<file path="src/rtl/cpu_pkg.sv">
// Shared types and default widths for the register-scan reader.
package cpu_pkg;

  localparam int unsigned DEFAULT_DATA_W = 32;
  localparam int unsigned DEFAULT_ADDR_W = 5;

  typedef enum logic [1:0] {
    ST_IDLE = 2'd0,
    ST_SCAN = 2'd1,
    ST_DONE = 2'd2
  } scan_state_e;

endpackage

</file>
<file path="src/rtl/reg_scan_reader_out_slot.sv">
// Single-entry valid/ready output register holding one scan beat.
module out_slot
  import cpu_pkg::*;
#(
  parameter int unsigned DATA_W = DEFAULT_DATA_W,
  parameter int unsigned ADDR_W = DEFAULT_ADDR_W
) (
  input  logic              clk,
  input  logic              reset,
  input  logic              load,
  input  logic [DATA_W-1:0] in_data,
  input  logic [ADDR_W-1:0] in_index,
  input  logic              in_last,
  output logic              can_load,
  input  logic              out_ready,
  output logic              out_valid,
  output logic [DATA_W-1:0] out_data,
  output logic [ADDR_W-1:0] out_index,
  output logic              out_last
);

  logic              valid_q, valid_d;
  logic [DATA_W-1:0] data_q,  data_d;
  logic [ADDR_W-1:0] index_q, index_d;
  logic              last_q,  last_d;

  // A full slot can be refilled in the same cycle its beat is accepted.
  assign can_load = !valid_q || out_ready;

  always_comb begin
    valid_d = valid_q;
    data_d  = data_q;
    index_d = index_q;
    last_d  = last_q;
    if (load) begin
      valid_d = 1'b1;
      data_d  = in_data;
      index_d = in_index;
      last_d  = in_last;
    end else if (valid_q && out_ready) begin
      valid_d = 1'b0;
    end
  end

  always_ff @(posedge clk) begin
    if (reset) begin
      valid_q <= 1'b0;
      data_q  <= '0;
      index_q <= '0;
      last_q  <= 1'b0;
    end else begin
      valid_q <= valid_d;
      data_q  <= data_d;
      index_q <= index_d;
      last_q  <= last_d;
    end
  end

  assign out_valid = valid_q;
  assign out_data  = data_q;
  assign out_index = index_q;
  assign out_last  = last_q;

endmodule

</file>
<file path="src/rtl/reg_scan_reader.sv">
// Streams a wrapping range of register-file entries out over valid/ready,
// accumulating an XOR checksum of every accepted beat.
module reg_scan_reader
  import cpu_pkg::*;
#(
  parameter int unsigned DATA_W = DEFAULT_DATA_W,
  parameter int unsigned ADDR_W = DEFAULT_ADDR_W
) (
  input  logic              clk,
  input  logic              reset,
  input  logic              start,
  input  logic [ADDR_W-1:0] first_reg,
  input  logic [ADDR_W-1:0] last_reg,
  output logic [ADDR_W-1:0] rd_addr,
  input  logic [DATA_W-1:0] rd_data,
  output logic              out_valid,
  input  logic              out_ready,
  output logic [DATA_W-1:0] out_data,
  output logic [ADDR_W-1:0] out_index,
  output logic              out_last,
  output logic              busy,
  output logic              done,
  output logic [DATA_W-1:0] checksum
);

  scan_state_e       state_q, state_d;
  logic [ADDR_W-1:0] ptr_q,   ptr_d;
  logic [ADDR_W-1:0] last_q,  last_d;
  logic              issued_q, issued_d;
  logic [DATA_W-1:0] csum_q,  csum_d;

  logic slot_load;
  logic slot_can_load;
  logic accept;

  assign accept = out_valid && out_ready;

  // Every index in a scan is visited at most once, so matching the captured
  // last index marks the final beat even for a full 32-entry wrap.
  always_comb begin
    state_d   = state_q;
    ptr_d     = ptr_q;
    last_d    = last_q;
    issued_d  = issued_q;
    csum_d    = csum_q;
    slot_load = 1'b0;
    unique case (state_q)
      ST_IDLE: begin
        if (start) begin
          ptr_d    = first_reg;
          last_d   = last_reg;
          issued_d = 1'b0;
          csum_d   = '0;
          state_d  = ST_SCAN;
        end
      end
      ST_SCAN: begin
        if (!issued_q && slot_can_load) begin
          slot_load = 1'b1;
          ptr_d     = ptr_q + ADDR_W'(1);
          if (ptr_q == last_q) issued_d = 1'b1;
        end
        if (accept) begin
          csum_d = csum_q ^ out_data;
          if (out_last) state_d = ST_DONE;
        end
      end
      ST_DONE: begin
        state_d = ST_IDLE;
      end
      default: begin
        state_d = ST_IDLE;
      end
    endcase
  end

  always_ff @(posedge clk) begin
    if (reset) begin
      state_q  <= ST_IDLE;
      ptr_q    <= '0;
      last_q   <= '0;
      issued_q <= 1'b0;
      csum_q   <= '0;
    end else begin
      state_q  <= state_d;
      ptr_q    <= ptr_d;
      last_q   <= last_d;
      issued_q <= issued_d;
      csum_q   <= csum_d;
    end
  end

  out_slot #(
    .DATA_W (DATA_W),
    .ADDR_W (ADDR_W)
  ) u_out_slot (
    .clk       (clk),
    .reset     (reset),
    .load      (slot_load),
    .in_data   (rd_data),
    .in_index  (ptr_q),
    .in_last   (ptr_q == last_q),
    .can_load  (slot_can_load),
    .out_ready (out_ready),
    .out_valid (out_valid),
    .out_data  (out_data),
    .out_index (out_index),
    .out_last  (out_last)
  );

  assign rd_addr  = ptr_q;
  assign busy     = (state_q == ST_SCAN);
  assign done     = (state_q == ST_DONE);
  assign checksum = csum_q;

endmodule
</file>
<file path="config.mk">
export PLATFORM = sky130hd
export DESIGN_NAME = reg_scan_reader
export DESIGN_NICKNAME = d
export VERILOG_FILES = /design/src/rtl/cpu_pkg.sv /design/src/rtl/reg_scan_reader_out_slot.sv /design/src/rtl/reg_scan_reader.sv
export SDC_FILE = /design/constraint.sdc
export NUM_CORES = 1
export LEC_CHECK = 0
export BUFFER_PORTS_ARGS = -buffer_cell sky130_fd_sc_hd__buf_2
export CAP_MARGIN = 20
export CORE_MARGIN = 5
export CORE_UTILIZATION = 54
export DETAILED_ROUTE_END_ITERATION = 10
export PLACE_DENSITY = 0.85
export SLEW_MARGIN = 15
export SYNTH_ARGS = -nofsm -noshare
export SYNTH_HDL_FRONTEND = slang
export SYNTH_SLANG_ARGS = --single-unit
</file>
<file path="constraint.sdc">
create_clock -name clk -period 2.9 [get_ports clk]
set_input_delay 0.58 -clock clk [delete_from_list [all_inputs] [get_ports clk]]
set_output_delay 0.58 -clock clk [all_outputs]
set_load 0.01 [all_outputs]
</file>
==> results by group, run 1 <==
Synth
  – Most numerous cell in the Yosys netlist: dfxtp_1
  – Post-Synthesis Cells: 432
  – Predominant post-synthesis flop cell: dfxtp_1
  – Ys async rst share: 0%
  – Syn Nets: 479
  – Top cell type by total area after synthesis: dfxtp_1
  – Cell Area, Synth: 3622 µm²
  – Top cell type's share of synthesized area: 46.42%
  – Yosys reg bits: 84
  – Sequential share of the synthesized area: 46.42%
  – Top post-synthesis cells by count: dfxtp_1, nand2_1, a21oi_1, inv_1, nor2_1
  – Largest cells by area after synthesis: dfxtp_1, nand2_1, xnor2_1, a21oi_1, a211oi_1
  – Post-Syn Area per Cell: 8.385 µm²
  – Synth cell types: 37
  – Synth Warn #: 0
  – Number of synthesized flops with an enable pin: 0

Power
  – Leak: 1.857 nW
  – Pint: 1.806 mW
  – Power per cell area: 565.7 nW/µm²
  – Sequential power share: 51.1%
  – Maximum vdd drop: 310.6 µV
  – Switching Share: 27.34%
  – NetSw: 0.6797 mW
  – Clock power share: 34.3%
  – Combinational cell fraction of total power: 14.7%

Clock network
  – Resize count post-CTS: 0
  – Setup repair bufs after CTS: 0
  – Num Clock Sinks: 84
  – H-tree levels: 3
  – Maximum clock insertion buffer count: 2
  – Worst-skew pair later-pin latency: 340 ps
  – Num CTS Buffers: 9
  – Cts hold-fix bufs: 0
  – Clk root buf: clkbuf_8
  – TritonCTS clock tree: done
  – Clock slew at reported path FFs: 80 ps

Run
  – Max Cap Viol: 0

GRT
  – GRT overflow: 0
  – First-pass GRT wire length: 15.32 mm
  – All-Layer GR Usage: 22.12%
  – Vias in the first global route: 3283
  – Largest net degree at the start of global routing: 52
  – Antenna violations before repair: 0

Hold path
  – HP Class: input pin to flop

Die
  – Starting Density: 56.40%
  – Die area: 8446 µm²
  – Top Ports: 124
  – Die H: 91.90 µm
  – Core Rows: 29
  – Total core area: 6422 µm²
  – Chip Width: 91.90 µm

Routing
  – Wirelength per Cell: 14.79 µm
  – DR iter-0 viols: 113
  – Routed wire length on met3: 616 µm
  – Antenna Nets Post-Route: 0
  – Top layer in use: met4
  – First-pass DRT Iterations: 4
  – Met1 Wirelength: 3.944 mm
  – Length of routed met2 wiring: 4.437 mm
  – WL final: 9.201 mm
  – Vias: 3277
  – Residual DRC: 0
  – Via density: 5.268

Status
  – Status: finished, final reports clean

Placement
  – I/O Buffers: 123
  – Final HPWL DP: 6.396 mm
  – Gpl congestion: 0.7849

Critical path
  – Crit Path Class: flop to flop
  – Crit path max-delay family: simple AND/OR/NAND/NOR gates
  – Slowest stage delay, CP: 820 ps
  – Element type at the critical path end: flop
  – Critical path fanouts, max: 42
  – Worst endpoint required time: 3140 ps
  – Crit path buf inv count: 0
  – Worst path cell trace: nand2b_2 -> nor2_1 -> a2111o_1 -> o41ai_1
  – CP Launch Type: flop
  – Slowest stage cell, crit path: nand2b_2
  – Data arrival, critical path: 2470 ps

STA
  – Slew HR: 38.15%
  – FMAX: 448.5 MHz
  – Fin. max-slew vios: 0
  – Final Setup Violations: 0
  – Unrepaired setup endpoints after global routing: no
  – Final hold vios: 0
  – Final Skew: 4.230 ps
  – Tmin final: 2230 ps
  – Fin crit share: 76.88%
  – Min Hold Slack: 460.7 ps
  – TNS Setup: 0 ps
  – Worst Tran Pin Value: 927.7 ps

Final layout
  – Layout area overhead: 21.31%
  – Diode count: 0
  – Layout cell share with drive strength beyond 1: 29.36%
  – # fillers: 530
  – NumNets Final: 587
## placed cells by master (no fill, tap or decap), drive strengths merged
master and n:
a2111o 1, a211o 1, a211oi 32, a21bo 1, a21o 2, a21oi 52
and3 1, buf 130, bufinv 1, clkbuf 13, clkinv 1, dfxtp 84
ha 1, inv 38, nand2 82, nand2b 3, nand3 3, nand3b 1
nand4 1, nor2 36, nor2b 2, nor3 4, nor4 1, nor4b 1
o211ai 2, o21a 1, o21ai 8, o31a 1, o41ai 3, or3 1
xnor2 34, xor2 3
## worst paths after layout
kind / startpoint / to / slack, ps / cells after the start
hold reg to reg: u_out_slot.out_index[3]$_SDFFE_PP0P_ / u_out_slot.out_index[3]$_SDFFE_PP0P_ / 470 / 2
setup reg to reg: state_q[0]$_SDFFE_PP0P_ / rd_addr[2]$_SDFFE_PP0P_ / 670 / 4
hold / removal: rd_data[8] / u_out_slot.out_data[8]$_SDFFE_PP0P_ / 460 / 3
setup / recovery: state_q[0]$_SDFFE_PP0P_ / rd_addr[2]$_SDFFE_PP0P_ / 670 / 4
## state kept, by name, summed over array words and instances, names as in the netlist
signal and cells:
rd_addr 5, checksum 32, last_q 5, issued_q 1, state_q 2, u_out_slot.out_valid 1
u_out_slot.out_index 5, u_out_slot.out_last 1, u_out_slot.out_data 32
## through the flow
step / cells / worst slack, ps / cell area, µm² / power [mW] / util [%]
finish: 622 / 670.5 / 4394 / 2.486 / 68.42
global route: 622 / 497.0 / 4394 / 2.601 / 68.42
CTS: 622 / 660.2 / 4394 / 2.497 / 68.42
detailed placement: 606 / 678.8 / 4192 / 1.658 / 65.26
global placement: 606 / 761.2 / 4192 / 1.644 / 65.26
floorplan: 432 / 1329 / 3622 / 1.538 / -
## worst register-to-register path, cell delays in order (launching register included)
cell      delay, ps
dfxtp_1         580
nand2b_2        820
nor2_1          300
a2111o_1        360
o41ai_1          60
## final cells by class
cell class                      count  area (µm²)  area share (%)
Sequential cell                    84        1683           38.30
Tap cell                           77       96.34           2.192
Clock inverter                      3       43.79          0.9966
Multi-Input combinational cell    278        1605           36.53
Timing Repair Buffer              130       668.1           15.21
Inverter                           37       138.9           3.161
Clock buffer                       13       158.9           3.616
## power by group through the flow
stage	sequential (mW)	combinational, mW	clock [mW]
6_report	1.27	0.365	0.852
5_1_grt	1.28	0.407	0.917
4_1_cts	1.27	0.366	0.863
3_5_place_dp	1.29	0.363	0
3_3_place_gp	1.29	0.352	0
2_1_floorplan	1.31	0.232	0
## kinds of logic after synthesis
| logic type | Yosys count | share of synthesized area, % |
|---|---|---|
| AND/OR/NAND/NOR | 136 | 15.72 |
| AO/OA/AOI/OAI | 104 | 19.00 |
| flip-flops | 84 | 46.42 |
| buffers and inverters | 70 | 9.568 |
| XOR/XNOR | 37 | 8.947 |
| adder cells (fa/ha/maj) | 1 | 0.3454 |
## metal layers
layer / vias to the layer above / global-route usage (%)
met5: - / 0
met4: 0 / 9.035
met3: 20 / 4.992
met2: 113 / 37.29
met1: 1524 / 27.36
li1: 1620 / -
No activity file was read; power rests on OpenSTA's default activity.
==> run 2, diff against run 1 <==
--- a/config.mk
+++ b/config.mk
@@ -8,9 +8,9 @@
 export BUFFER_PORTS_ARGS = -buffer_cell sky130_fd_sc_hd__buf_2
 export CAP_MARGIN = 20
 export CORE_MARGIN = 5
-export CORE_UTILIZATION = 54
+export CORE_UTILIZATION = 50
 export DETAILED_ROUTE_END_ITERATION = 10
-export PLACE_DENSITY = 0.85
+export PLACE_DENSITY = 0.8
 export SLEW_MARGIN = 15
 export SYNTH_ARGS = -nofsm -noshare
 export SYNTH_HDL_FRONTEND = slang
==> constraint.sdc (replaced) <==
create_clock -name clk -period 2.3 [get_ports clk]
set_input_delay 0.46 -clock clk [delete_from_list [all_inputs] [get_ports clk]]
set_output_delay 0.46 -clock clk [all_outputs]
set_load 0.01 [all_outputs]
==> run 2 against run 1 <==
  * Setup slack worse by 410 ps
  * First-iteration DRC count is 1.8% higher
  * Clock skew is 3.2 ps higher
  * Clock power is 40% higher
  * Sequential cell count stayed put
==> results by group, run 2 (synthesized netlist as in run 1, its figures left out) <==
GRT
  – Antenna violations before repair: 0 (unchanged)
  – Largest net degree at the start of global routing: 42 (-19%)
  – Vias in the first global route: 3272 (-0.34%)
  – All-Layer GR Usage: 20.98% (-1.1 points)
  – First-pass GRT wire length: 15.03 mm (-1.9%)
  – GRT overflow: 0 (unchanged)

Critical path
  – R2r setup slk: 320 ps (-350 ps)
  – CP Launch Type: flop
  – FF-to-FF Start: state_q[0]$_SDFFE_PP0P_
  – Data arrival, critical path: 1580 ps (-890 ps)
  – Crit Path Class: flop to output pin
  – Reg2reg end: checksum[3]$_SDFFE_PP0P_
  – Worst endpoint required time: 1840 ps (-1300 ps)
  – Crit path buf inv count: 2 (+2)
  – Slowest stage cell, crit path: dfxtp_2
  – Critical path fanouts, max: 30 (-29%)
  – Element type at the critical path end: output pin
  – Slowest stage delay, CP: 680 ps (-140 ps)
  – Worst Setup SP: state_q[1]$_SDFFE_PP0P_
  – Worst path cell trace: nand2b_4 -> inv_1 -> buf_2
  – Reg2reg path depth: 5 (+1)
  – Crit path max-delay family: flip-flops

STA
  – Setup WS post-layout: 260.7 ps (-409.8 ps)
  – Final Setup Violations: 0 (unchanged)
  – Fin crit share: 88.67%
  – Worst Tran Pin Value: 748.4 ps (-179.3 ps)
  – TNS Setup: 0 ps (unchanged)
  – Slew HR: 50.10% (+12 points)
  – Tmin final: 2039 ps
  – FMAX: 490.4 MHz
  – Fin. max-slew vios: 0 (unchanged)
  – Unrepaired setup endpoints after global routing: no
  – Final Skew: 7.456 ps (+3.227 ps)
  – Min Hold Slack: 336.0 ps (-124.7 ps)
  – Final hold vios: 0 (unchanged)

Routing
  – WL final: 9.269 mm (+0.74%)
  – Antenna Nets Post-Route: 0 (unchanged)
  – Vias: 3302 (+0.76%)
  – First-pass DRT Iterations: 4 (unchanged)
  – Via density: 5.104 (-3.1%)
  – Residual DRC: 0 (unchanged)
  – DR iter-0 viols: 115 (+1.8%)
  – Wirelength per Cell: 14.33 µm (-3.2%)

Status
  – Status: finished, final reports clean

Power
  – Overall power: 3.248 mW (+31%)
  – Maximum vdd drop: 331.9 µV (+6.9%)
  – Leak: 1.874 nW (+0.90%)
  – Power per cell area: 727.3 nW/µm² (+29%)

Clock network
  – Num CTS Buffers: 9 (unchanged)
  – TritonCTS clock tree: done
  – Clk root buf: clkbuf_8
  – Cts hold-fix bufs: 0 (unchanged)
  – Worst-skew pair later-pin latency: 350 ps (about the same)
  – Setup repair bufs after CTS: 0 (unchanged)
  – Clock slew at reported path FFs: 90 ps (about the same)
  – Num Clock Sinks: 84 (unchanged)
  – H-tree levels: 3 (unchanged)
  – Maximum clock insertion buffer count: 2 (unchanged)
  – Resize count post-CTS: 0 (unchanged)

Final layout
  – Layout area overhead: 23.32%
  – NumNets Final: 590 (+0.51%)
  – Commonest non-fill, non-tap cell in the layout: buf_2
  – Diode count: 0 (unchanged)
  – Commonest non-fill, non-tap cells in the layout: buf_2, dfxtp_1, nand2_1, a21oi_1, inv_1
  – Layout cell share with drive strength beyond 1: 29.93% (+0.57 points)
  – Finished Layout Cells: 647 (+4.0%)
  – Finished layout cell area: 4467 µm² (+1.7%)
  – Utilization after layout: 62.59% (-5.8 points)

Placement
  – Final HPWL DP: 6.575 mm (+2.8%)
  – Post-place setup slack: 381.9 ps (-296.9 ps)
  – I/O Buffers: 123 (unchanged)
  – Placed cells: 631 (+4.1%)
  – Post-DP Area: 4242 µm² (+1.2%)
  – Gpl congestion: 0.7881 (+0.41%)

Hold path
  – Hold Path End: u_out_slot.out_data[31]$_SDFFE_PP0P_
  – Hold path start: rd_data[31]
  – HP Class: input pin to flop
  – Worst Hold Path Cells: 3 (unchanged)

Die
  – Top Ports: 124 (unchanged)
  – Die H: 95.12 µm (+3.5%)
  – Starting Density: 50.75% (-5.6 points)
  – Total core area: 7137 µm² (+11%)
  – Chip Width: 95.12 µm (+3.5%)
  – Core Rows: 31 (+6.9%)
  – Die area: 9047 µm² (+7.1%)

Run
  – Max Cap Viol: 0 (unchanged)
-- run 2: worst max-delay path by stage --
stage	end	slack (ps)	depth (start not counted)
2_1_floorplan	u_out_slot.out_data[15]$_SDFFE_PP0P_	770	8
3_3_place_gp	checksum[19]$_SDFFE_PP0P_	490	5
3_5_place_dp	checksum[4]$_SDFFE_PP0P_	380	5
4_1_cts	busy	250	3
5_1_grt	busy	140	3
6_report	busy	260	3
-- run 2: per-layer routing --
layer | track usage, % | part of all wire, %
met3 | 5.762 | 7.3
met4 | 6.370 | 1.3
met5 | 0 | 0
met2 | 36.38 | 49
met1 | 25.17 | 42
-- run 2: worst reg2reg max path: cells and delay by family (launching register included) --
kind | cells | cell delay [ps]
AO/OA/AOI/OAI | 1 | 340
XOR/XNOR | 1 | 180
buffers and inverters | 1 | 360
flip-flops | 1 | 540
AND/OR/NAND/NOR | 2 | 460
-- run 2: cell type report --
class	count	area, µm²
fillers	683	2670
flip-flops and latches	84	1683
clock inverters	5	83.83
inverters	37	138.9
repair buffers	133	690.7
multi-input cells	278	1605
clock buffers	11	141.4
well taps	99	123.9
-- run 2: power by group --
group	total (mW)	switching [mW]	internal (mW)
logic	0.461	0.271	0.190
registers	1.60	0.0738	1.53
clock network	1.19	0.540	0.646
